File: config.mk
export PLATFORM = sky130hd
export DESIGN_NAME = cpu_step_controller
export DESIGN_NICKNAME = d
export VERILOG_FILES = /design/src/rtl/cpu_step_controller_pkg.sv /design/src/rtl/input_debouncer.sv /design/src/rtl/cpu_step_controller.sv
export SDC_FILE = /design/constraint.sdc
export NUM_CORES = 1
export LEC_CHECK = 0
export CAP_MARGIN = 40
export CORE_MARGIN = 2
export CORE_UTILIZATION = 56
export CTS_BUF_LIST = sky130_fd_sc_hd__clkbuf_4
export CTS_CLUSTER_SIZE = 12
export DETAILED_ROUTE_END_ITERATION = 7
export PLACE_DENSITY = 0.86
export SYNTH_ARGS = -nofsm -noshare
export SYNTH_HDL_FRONTEND = slang
export SYNTH_HIERARCHICAL = 1
export SYNTH_SLANG_ARGS = --single-unit
File: constraint.sdc
create_clock -name in_clock -period 2.69 [get_ports in_clock]
set_input_delay 0.538 -clock in_clock [delete_from_list [all_inputs] [get_ports in_clock]]
set_output_delay 0.538 -clock in_clock [all_outputs]
set_load 0.005 [all_outputs]
File: src/rtl/cpu_step_controller_pkg.sv
// Shared definitions for the CPU run/single-step controller: state encoding
// and default parameter values.
package cpu_step_controller_pkg;

  typedef enum logic [1:0] {
    IDLE       = 2'd0,
    RUN        = 2'd1,
    STEP_ARMED = 2'd2,
    HALTED     = 2'd3
  } state_t;

  localparam int unsigned DEFAULT_DEBOUNCE_CYCLES = 20'd500000;
  localparam int unsigned DEFAULT_CNT_W           = 32;

endpackage

File: src/rtl/input_debouncer.sv
// Two-flop synchronizer followed by a stable-count filter: db takes the
// synchronized value only after it has differed from db for DEBOUNCE_CYCLES cycles.
module input_debouncer
  import cpu_step_controller_pkg::*;
#(
  parameter int unsigned DEBOUNCE_CYCLES = DEFAULT_DEBOUNCE_CYCLES
) (
  input  logic gclk,
  input  logic grst_n,
  input  logic raw,
  output logic db
);

  localparam int unsigned CW = (DEBOUNCE_CYCLES < 2) ? 1 : $clog2(DEBOUNCE_CYCLES);

  logic [1:0]    sync;
  logic [CW-1:0] cnt;

  always_ff @(posedge gclk or negedge grst_n) begin
    if (!grst_n) begin
      sync <= '0;
      cnt  <= '0;
      db   <= 1'b0;
    end else begin
      sync <= {sync[0], raw};
      // any cycle where the input agrees with db restarts the count
      if (sync[1] != db) begin
        if (cnt == CW'(DEBOUNCE_CYCLES - 1)) begin
          db  <= sync[1];
          cnt <= '0;
        end else begin
          cnt <= cnt + CW'(1);
        end
      end else begin
        cnt <= '0;
      end
    end
  end

endmodule

File: src/rtl/cpu_step_controller.sv
// Run/single-step controller issuing one-cycle CPU enable pulses per slow-clock
// rise (RUN) or per step press (STEP_ARMED). Pulse counter built only when
// CPU_STEP_COUNTER_EN is defined; otherwise out_cycle_count is tied to 0.
module cpu_step_controller
  import cpu_step_controller_pkg::*;
#(
  parameter int unsigned DEBOUNCE_CYCLES = DEFAULT_DEBOUNCE_CYCLES,
  parameter int unsigned CNT_W           = DEFAULT_CNT_W
) (
  input  logic             in_clock,
  input  logic             in_reset_n,
  input  logic             in_slow_clock,
  input  logic             in_run_sw,
  input  logic             in_step_btn,
  input  logic             in_halt,
  output logic             out_cpu_en,
  output logic             out_running,
  output logic             out_halted,
  output logic [CNT_W-1:0] out_cycle_count
);

  logic       run_db, step_db, step_prev, step_press;
  logic [1:0] slow_sync;
  logic       slow_prev, tick;
  state_t     state, state_next;
  logic       en_next;

  input_debouncer #(.DEBOUNCE_CYCLES(DEBOUNCE_CYCLES)) u_run_db (
    .gclk(in_clock), .grst_n(in_reset_n), .raw(in_run_sw), .db(run_db)
  );

  input_debouncer #(.DEBOUNCE_CYCLES(DEBOUNCE_CYCLES)) u_step_db (
    .gclk(in_clock), .grst_n(in_reset_n), .raw(in_step_btn), .db(step_db)
  );

  assign tick       = slow_sync[1] & ~slow_prev;
  assign step_press = step_db & ~step_prev;

  // priority: halt, then run switch, then tick / step press
  always_comb begin
    state_next = state;
    en_next    = 1'b0;
    case (state)
      IDLE: begin
        if (in_halt)         state_next = HALTED;
        else if (run_db)     state_next = RUN;
        else if (step_press) state_next = STEP_ARMED;
      end
      RUN: begin
        if (in_halt)      state_next = HALTED;
        else if (!run_db) state_next = IDLE;
        else if (tick)    en_next    = 1'b1;
      end
      STEP_ARMED: begin
        if (in_halt)     state_next = HALTED;
        else if (run_db) state_next = RUN;
        else if (tick) begin
          en_next    = 1'b1;
          state_next = IDLE;
        end
      end
      HALTED:  state_next = HALTED;
      default: state_next = IDLE;
    endcase
  end

  always_ff @(posedge in_clock or negedge in_reset_n) begin
    if (!in_reset_n) begin
      state       <= IDLE;
      slow_sync   <= '0;
      slow_prev   <= 1'b0;
      step_prev   <= 1'b0;
      out_cpu_en  <= 1'b0;
      out_running <= 1'b0;
      out_halted  <= 1'b0;
    end else begin
      state       <= state_next;
      slow_sync   <= {slow_sync[0], in_slow_clock};
      slow_prev   <= slow_sync[1];
      step_prev   <= step_db;
      out_cpu_en  <= en_next;
      out_running <= (state_next == RUN);
      out_halted  <= (state_next == HALTED);
    end
  end

`ifdef CPU_STEP_COUNTER_EN
  // counts on the same edge the pulse is issued, so it includes the visible pulse
  always_ff @(posedge in_clock or negedge in_reset_n) begin
    if (!in_reset_n)  out_cycle_count <= '0;
    else if (en_next) out_cycle_count <= out_cycle_count + CNT_W'(1);
  end
`else
  assign out_cycle_count = '0;
`endif

endmodule

Word-level counts from Yosys, hierarchy flattened. Index checks and enable logic that the tools add are counted.

Add/subtract/negate cells: 2. Equal/unequal tests: 9. Multiplexer cells: 19. Bitwise logic cells: 4. Reductions and logical operators: 3.

Operator list (number): 2-to-1 mux 19 bit (4); adder 19 x 1 -> 19 bit (second input constant) (2); equality test 19 bit (second input constant) (2); 2-to-1 mux 2 bit (8); one-hot mux 2 bit (4 select lines) (1); equality test 2 bit (second input constant) (3); 2-to-1 mux 1 bit (5); equality test 2 x 1 -> 1 bit (second input constant) (2); AND reduction 2 bit (2); AND 1 bit (2); zero test 2 bit (1); != test 1 bit (2); inverter 1 bit (2); one-hot mux 1 bit (2 select lines) (1).

Register bits: 53. Bits of input ports: 6. Output and inout bits: 35. Word-level logic and storage cells: 50.

Logic depth before layout (Yosys ltp).
Word-level depth: 7. Mapped depth: 5. Depth with buffers taken out: 5.

Modules after synthesis. The synthesis kept the hierarchy.

By module, submodules not included: input_debouncer (times used 2, cells an instance 105, area each 1079.8 sq um, sequential area each 550.5 sq um); cpu_step_controller (times used 1, cells an instance 69, area each 703.2 sq um, sequential area each 225.2 sq um).

Worst setup path before layout. No wires, ideal clock.

Path kind: register to register. Start point: reg u_run_db.cnt[0]. End point: reg u_run_db.cnt[16]. Library setup time: 0.078 ns. Data arrival time: 1.791 ns. Required time: 2.612 ns. Setup slack: 0.821 ns. Stages on the path, launching flop included: 6. Path buffers: 0. Period minus slack after synthesis: 1.869 ns. Path through: dfrtp_1 > ha_1 > nand4_4 > or4_4 > or3_1 > a21oi_1.

Longest elaborated chain between the ends: 3. Elaborated cells on any way between the ends: 4. Those cells by class: add/sub (1); eq/ne (1); mux (2).

Ends and longest elaborated chain: start, declared (RTL line input_debouncer.sv:17) `logic [CW-1:0] cnt;`; start signal, assigned (RTL line input_debouncer.sv:32) `cnt <= cnt + CW'(1);`; adder 19 x 1 -> 19 bit or equality test 19 bit (tied branches) (RTL line input_debouncer.sv:32, input_debouncer.sv:28); 2-to-1 mux 19 bit (*) (RTL line input_debouncer.sv:28) `if (cnt == CW'(DEBOUNCE_CYCLES - 1)) begin`; 2-to-1 mux 19 bit (*) (RTL line input_debouncer.sv:27) `if (sync[1] != db) begin`.

Every way passes the cells marked *; elsewhere a longest branch is shown, timed or not. A chain may end at the register's enable or synchronous reset.

Final worst setup path.
Start point: reg u_step_db.cnt[0]. End point: reg u_step_db.cnt[16].

Longest elaborated chain between the ends: 3. Elaborated cells on any way between the ends: 4. Those cells by class: add/sub (1); eq/ne (1); mux (2).

Ends and longest elaborated chain (RTL line): start, declared (input_debouncer.sv:17); start signal, assigned (input_debouncer.sv:32); adder 19 x 1 -> 19 bit or equality test 19 bit (tied branches) (input_debouncer.sv:32, input_debouncer.sv:28); 2-to-1 mux 19 bit (*) (input_debouncer.sv:28); 2-to-1 mux 19 bit (*) (input_debouncer.sv:27).

Marked as above.

==> run_results.csv <==
group,metric,value,unit
flow_run,cap_violations,0,
route,detail-route-antenna-nets,0,
synthesis,synth_edf_count,0,
worst_setup_path,critPathLaunchType,"flop",
pwr,power_density,504,nW/µm²
place,port_buffers,8,
floorplan,fp.coreArea,5010,µm²
synthesis,ys_ff_latch,53,
global_routing,first_global_vias,1756,
synthesis,synth_commonest_cells,"dfrtp_1, nor2_1, buf_4, xnor2_1",
timing,hold_ws,0.368,ns
synthesis,synthSimpleGateAreaFrac,0.221,
layout,final_cells,363,
synthesis,seq_area_frac_synth,0.463,
route,wire_per_inst,12.8,µm
synthesis,yosys.area.top_type_share,0.463,
worst_setup_path,setup.worst_path.end_class,"flop",
timing,hold_viol,0,
route,viasPerCell,5.16,
worst_setup_path,crit_type,"flop to flop",
timing,maxSlewViolCount,0,
route,drt_first_pass_iters,4,
timing,max_freq,487,MHz
worst_setup_path,crit_required,2.99,ns
synthesis,synth-warning-count,6,
synthesis,synth_cell_types,36,
worst_setup_path,r2r_end,"u_step_db/cnt[16]$_DFF_PN0_",
layout,finalNetCount,305,
worst_setup_path,cp_max_fo,8,
floorplan,fp-row-count,26,
route,drc_errors,0,
hold_path,min_path_type,"flop to flop",
clock_tree,clockBufferDepth,2,
layout,multi_input_area,1330,µm²
clock_tree,clkSlewWorstSetupHoldPaths,0.14,ns
clock_tree,clock_sinks,53,
timing,period_share,0.763,
global_routing,grt_pass1_wl,7.85,mm
worst_setup_path,r2r-start,"u_step_db/cnt[0]$_DFF_PN0_",
worst_setup_path,reg2reg_slack,0.64,ns
pwr,p_total,1.49,mW
floorplan,die_h,75.5,µm
clock_tree,cts_made_buffers,5,
place,placed_cells,355,
clock_tree,cts_hold_buf,1,
synthesis,synth_area_leaders,"dfrtp_1, buf_4, xnor2_1",
floorplan,initial_core_util,0.571,
place,dp_hpwl,3.51,mm
timing,finalCriticalPeriod,2.05,ns
timing,relSlewSlack,0.591,
floorplan,ios,41,
run_status,status,"finished clean",
clock_tree,cts.root.buffer_cell,"clkbuf_4",
route,drt_iter0_drc,97,
timing,tns,0,ns
synthesis,synth.most_common_cell,"dfrtp_1",
synthesis,synth_top_family_by_area,"simple AND/OR/NAND/NOR gates",
layout,area_growth,3.32,%
timing,setup_viol,0,
worst_setup_path,reg2reg_depth,5,
route,drt_wl_total,4.66,mm
place,gp_congestion,0.914,
synthesis,synth_compound_area_frac,0.0647,
global_routing,antenna_found_initial,0,
clock_tree,cts-resized-gates,0,
floorplan,die_area,5700,µm²
worst_setup_path,crit_start,"u_step_db/cnt[0]$_DFF_PN0_",
clock_tree,clk_latency,0.37,ns
layout,diodes,0,
synthesis,synth_cells,279,
synthesis,syn-cell-area,2860,µm²
layout,n_fill_cell,418,
timing,worstMarginPinSlew,0.612,ns
synthesis,synth-xor-area-share,0.0918,
layout,layout-drive-gt1-share,0.0853,
layout,utilization,0.590,
synthesis,async_flop_share,1.00,
floorplan,die_w,75.5,µm
pwr,irDropWorstVdd,0.000444,V
global_routing,grt_use_total,0.180,
synthesis,synth_area_leader_cell,"dfrtp_1",
route,via_count,1873,
worst_setup_path,arrival,2.36,ns
synthesis,avgSynthCellArea,10.3,µm²
clock_tree,post_cts.repair.setup_buffers,0,
worst_setup_path,cp-endpoint,"u_step_db/cnt[16]$_DFF_PN0_",
synthesis,synthFlopType,"dfrtp_1",
timing,rsz0062_at_grt,"false",
timing,finalClockSkew,0.0143,ns
synthesis,synthMuxAreaShare,0.0184,
pwr,p_leak,1.25,nW
clock_tree,cts_tree,"done",
global_routing,grt_max_degree,31,
synthesis,synth_fa_ha_area_frac,0.0262,
clock_tree,ctsHtreeMaxLevel,2,
global_routing,grt_overflow,0,
layout,regArea,1330,µm²
[report_power, final]
part | internal [mW] | switching (mW)
Combinational | 0.136 | 0.142
Clock | 0.0943 | 0.231
Sequential | 0.841 | 0.0478
Total | 1.07 | 0.421
[state kept, by name (all words and copies together), names as in the netlist]
register,flops
state,2
u_run_db/db,1
out_running,1
slow_prev,1
u_run_db/cnt,19
u_step_db/cnt,19
step_prev,1
u_run_db/sync,2
u_step_db/db,1
slow_sync,2
u_step_db/sync,2
out_halted,1
out_cpu_en,1
[cell type report]
type,count,share of cell area
Timing Repair Buffer,13,0.0389
Clock buffer,5,0.0127
Sequential cell,53,0.448
Multi-Input combinational cell,206,0.449
Tap cell,70,0.0296
Inverter,14,0.0178
Clock inverter,2,0.00381
[how the worst min path moves through the flow]
| stage | end | slack (ns) | from | depth (start not counted) |
|---|---|---|---|---|
| 2_1_floorplan | out_cpu_en$_DFF_PN0_ | 0.24 | in_reset_n | 0 |
| 3_3_place_gp | u_step_db/sync[1]$_DFF_PN0_ | 0.33 | u_step_db/sync[0]$_DFF_PN0_ | 0 |
| 3_5_place_dp | u_run_db/sync[1]$_DFF_PN0_ | 0.34 | u_run_db/sync[0]$_DFF_PN0_ | 0 |
| 4_1_cts | u_step_db/sync[1]$_DFF_PN0_ | 0.37 | u_step_db/sync[0]$_DFF_PN0_ | 0 |
| 5_1_grt | u_step_db/sync[1]$_DFF_PN0_ | 0.39 | u_step_db/sync[0]$_DFF_PN0_ | 0 |
| 6_report | slow_sync[1]$_DFF_PN0_ | 0.37 | slow_sync[0]$_DFF_PN0_ | 0 |
[critical path, cell delays in order, from the launching register on]
cell and delay [ns]:
dfrtp_1 0.45, ha_1 0.29, nand4_4 0.19, or4_4 0.59, or3_1 0.31, a21oi_1 0.16
[placed cells by master, fill, tap and decap left out, types with 3 or more instances in the layout]
| cell type | Yosys | layout |
|---|---|---|
| xnor2_1 | 26 | 26 |
| nand4_1 | 8 | 8 |
| o21ai_0 | 4 | 4 |
| nor4_1 | 10 | 10 |
| conb_1 | 1 | 32 |
| mux2i_1 | 3 | 3 |
| inv_1 | 14 | 14 |
| nand2_1 | 10 | 10 |
| xor2_1 | 4 | 4 |
| nor4b_1 | 3 | 3 |
| or3_1 | 5 | 5 |
| nor2_1 | 39 | 39 |
| clkbuf_4 | 0 | 5 |
| nand3_1 | 14 | 14 |
| nor3_1 | 8 | 8 |
| a21oi_1 | 7 | 7 |
| clkdlybuf4s50_1 | 0 | 7 |
| ha_1 | 6 | 6 |
| dfrtp_1 | 53 | 53 |
| buf_4 | 35 | 4 |
| and2_1 | 3 | 3 |
[routing by layer]
| metal | up-vias | routed length [µm] | global-route usage |
|---|---|---|---|
| met2 | 40 | 2350 | 0.299 |
| met4 | 0 | 85 | 0.0663 |
| li1 | 913 | - | - |
| met3 | 12 | 155 | 0.0410 |
| met1 | 908 | 2070 | 0.232 |
| met5 | - | 0 | 0 |
[per-stage QoR]
step,setup WS [ns],area [µm²]
2_1_floorplan,0.821,2980
3_3_place_gp,0.729,2900
3_5_place_dp,0.648,2900
4_1_cts,0.627,2960
5_1_grt,0.509,2960
6_report,0.639,2960
[kinds of logic after synthesis]
kind of cell | after synthesis
and+or+nand+nor | 112
DFF | 53
buffers and inverters | 51
xor gates and xnor gates | 30
AOI/OAI and AO/OA | 21
adders and majority gates | 6
muxes | 5
other | 1
No activity file was read; power rests on OpenSTA's default activity.
==> RTL change, RTL diff (config.mk and constraints unchanged) <==
Set the package constant `DEFAULT_DEBOUNCE_CYCLES` to 20'd1000000 (it was 20'd500000).
--- a/src/rtl/cpu_step_controller_pkg.sv
+++ b/src/rtl/cpu_step_controller_pkg.sv
@@ -9,7 +9,7 @@
     HALTED     = 2'd3
   } state_t;
 
-  localparam int unsigned DEFAULT_DEBOUNCE_CYCLES = 20'd500000;
+  localparam int unsigned DEFAULT_DEBOUNCE_CYCLES = 20'd1000000;
   localparam int unsigned DEFAULT_CNT_W           = 32;
 
 endpackage
Check against the original RTL: no difference found for any inputs over 10 cycles, from zero or initial values and one cycle with in_reset_n low; that may be too few to reach the edited logic, so the function may still have changed.
==> RTL change against the original RTL <==
  * Area after synthesis rose by 2.0%
  * Sequential cell count rose by 2
  * Critical path depth fell by 1
  * Total power rose by 9.2%
  * Clock skew rose by 0.0078 ns
  * Wire length rose by 3.0%
  * Worst setup slack got worse by 0.15 ns
  * Combinational power fell by 2%
  * Design area rose by 2.2%
  * Utilization rose by 0.55 points
  * Largest power group unchanged
  * Highest routed layer unchanged
==> RTL change: results <==
[global_routing]
maximum_number_of_pins_on_one_net_before_global_route_repair = 29
grt_first_pass_wirelength_mm = 8.31
grt_use_total = 0.175
number_of_antenna_violations_at_the_first_check_in_global_routing = 0
grt_util_met3 = 0.0498
grt_pass1_vias = 1887
globalRouteMet2Util = 0.285
globalRouteMet1Util = 0.219

[setup_path]
cp_max_fo = 19
worstPathArrival_ns = 2.45

[yosys]
ys_top_cells_by_count = dfrtp_1 (55), nor2_1 (45), buf_4 (33), xnor2_1 (26), inv_1 (18)
synth_top_cells_by_area = dfrtp_1 (47%), buf_4 (8.5%), xnor2_1 (7.8%)
post_synth.cell_area_avg_um2 = 10.1
synth.distinct_cells = 41
synth-async-reset-ratio = 1.00
yosysWarningCount = 6
synth-seq-area-share = 0.471

[layout]
fin_cells = 370
drive_gt1_frac = 0.0867
antenna-diode-count = 0
reg.largest.list = u_run_db/cnt (20), u_step_db/cnt (20)
fillers = 428
fin_nets = 312

[cts]
post_cts_resize_count = 0
worstSkewPairLatency_ns = 0.39
tritoncts.num_buffers = 5
cts.clk_slew.worst_paths_ns = 0.16
cts_setup_buffers = 0
clock_tree.htree_level_count = 2
ctsRootBufferMaster = clkbuf_4
cts-root-to-sink-buffers = 2

[worst_hold_path]
timing.hold.worst.class = in -> async

[place]
detailed_place_hpwl_mm = 3.34
place.port_buffers = 8
pre_cts_ws_ns = 0.520
post_dp_cell_area_um2 = 2950
gp_congestion = 0.854
placed_cells = 363

[timing]
skew_ns = 0.0221
timing.slew.headroom = 0.572

[drt]
detailedRoute.firstPassIterationCount = 4
met3_wirelength_um = 266
routedLengthMet1_mm = 2.07
routed_length_on_met2_mm = 2.39
detailedRoute.firstIterationViolations = 101
wl_per_cell_um = 13.0
route.vias.total = 1984

[power_and_ir_drop]
maximum_vdd_drop_mv = 0.305
power.leakage_nw = 1.26

[outcome]
status = complete, no violations
[RTL change: worst paths after layout]
kind                            depth (start not counted)               from  slack, ns                end
max in group asynchronous                               2         in_reset_n       1.95   u_step_db/cnt[6]
worst min register to register                          0  u_step_db/sync[0]       0.37  u_step_db/sync[1]
worst min-delay path                                    1         in_reset_n       0.14   u_run_db/cnt[10]
worst max-delay path                                    4  u_step_db/cnt[12]       0.48  u_step_db/cnt[11]
worst max register to register                          4  u_step_db/cnt[12]       0.48  u_step_db/cnt[11]
min in group in_clock                                   0  u_step_db/sync[0]       0.37  u_step_db/sync[1]
[RTL change: kinds of logic (layout without fill, tap and decap cells)]
group,after synthesis,count (layout),synth area share
flip-flops,55,55,0.471
multiplexers,3,3,0.0111
adder cells (fa/ha/maj),6,6,0.0257
other,1,32,0.00128
AO/OA/AOI/OAI,21,21,0.0626
buffers and inverters,55,35,0.118
AND/OR/NAND/NOR,116,116,0.214
XOR/XNOR,32,32,0.0960
[RTL change: metrics by stage]
step,hold slack [ns],util
after floorplan,0.242,-
after global placement,0.334,0.581
after detailed placement,0.342,0.581
after CTS,0.165,0.596
after global routing,0.194,0.596
final,0.144,0.596
[RTL change: cell type report]
class                   instances  share of cell area
clock buffers                   6              0.0149
multi-input cells             210               0.435
clock inverters                 1             0.00993
flip-flops and latches         55               0.455
inverters                      18              0.0223
repair buffers                 10              0.0339
well taps                      70              0.0290
[RTL change: power breakdown]
part           internal (mW)  switching [mW]  total [mW]
registers              0.871          0.0399       0.911
clock network          0.202           0.244       0.446
logic                  0.135           0.138       0.272
total                   1.21           0.421        1.63
[RTL change: critical path: stages, from the launching register on]
cell	delay, ns
dfrtp_1	0.45
or4_1	0.53
or4_4	0.52
o21ai_4	0.45
nor2_1	0.12
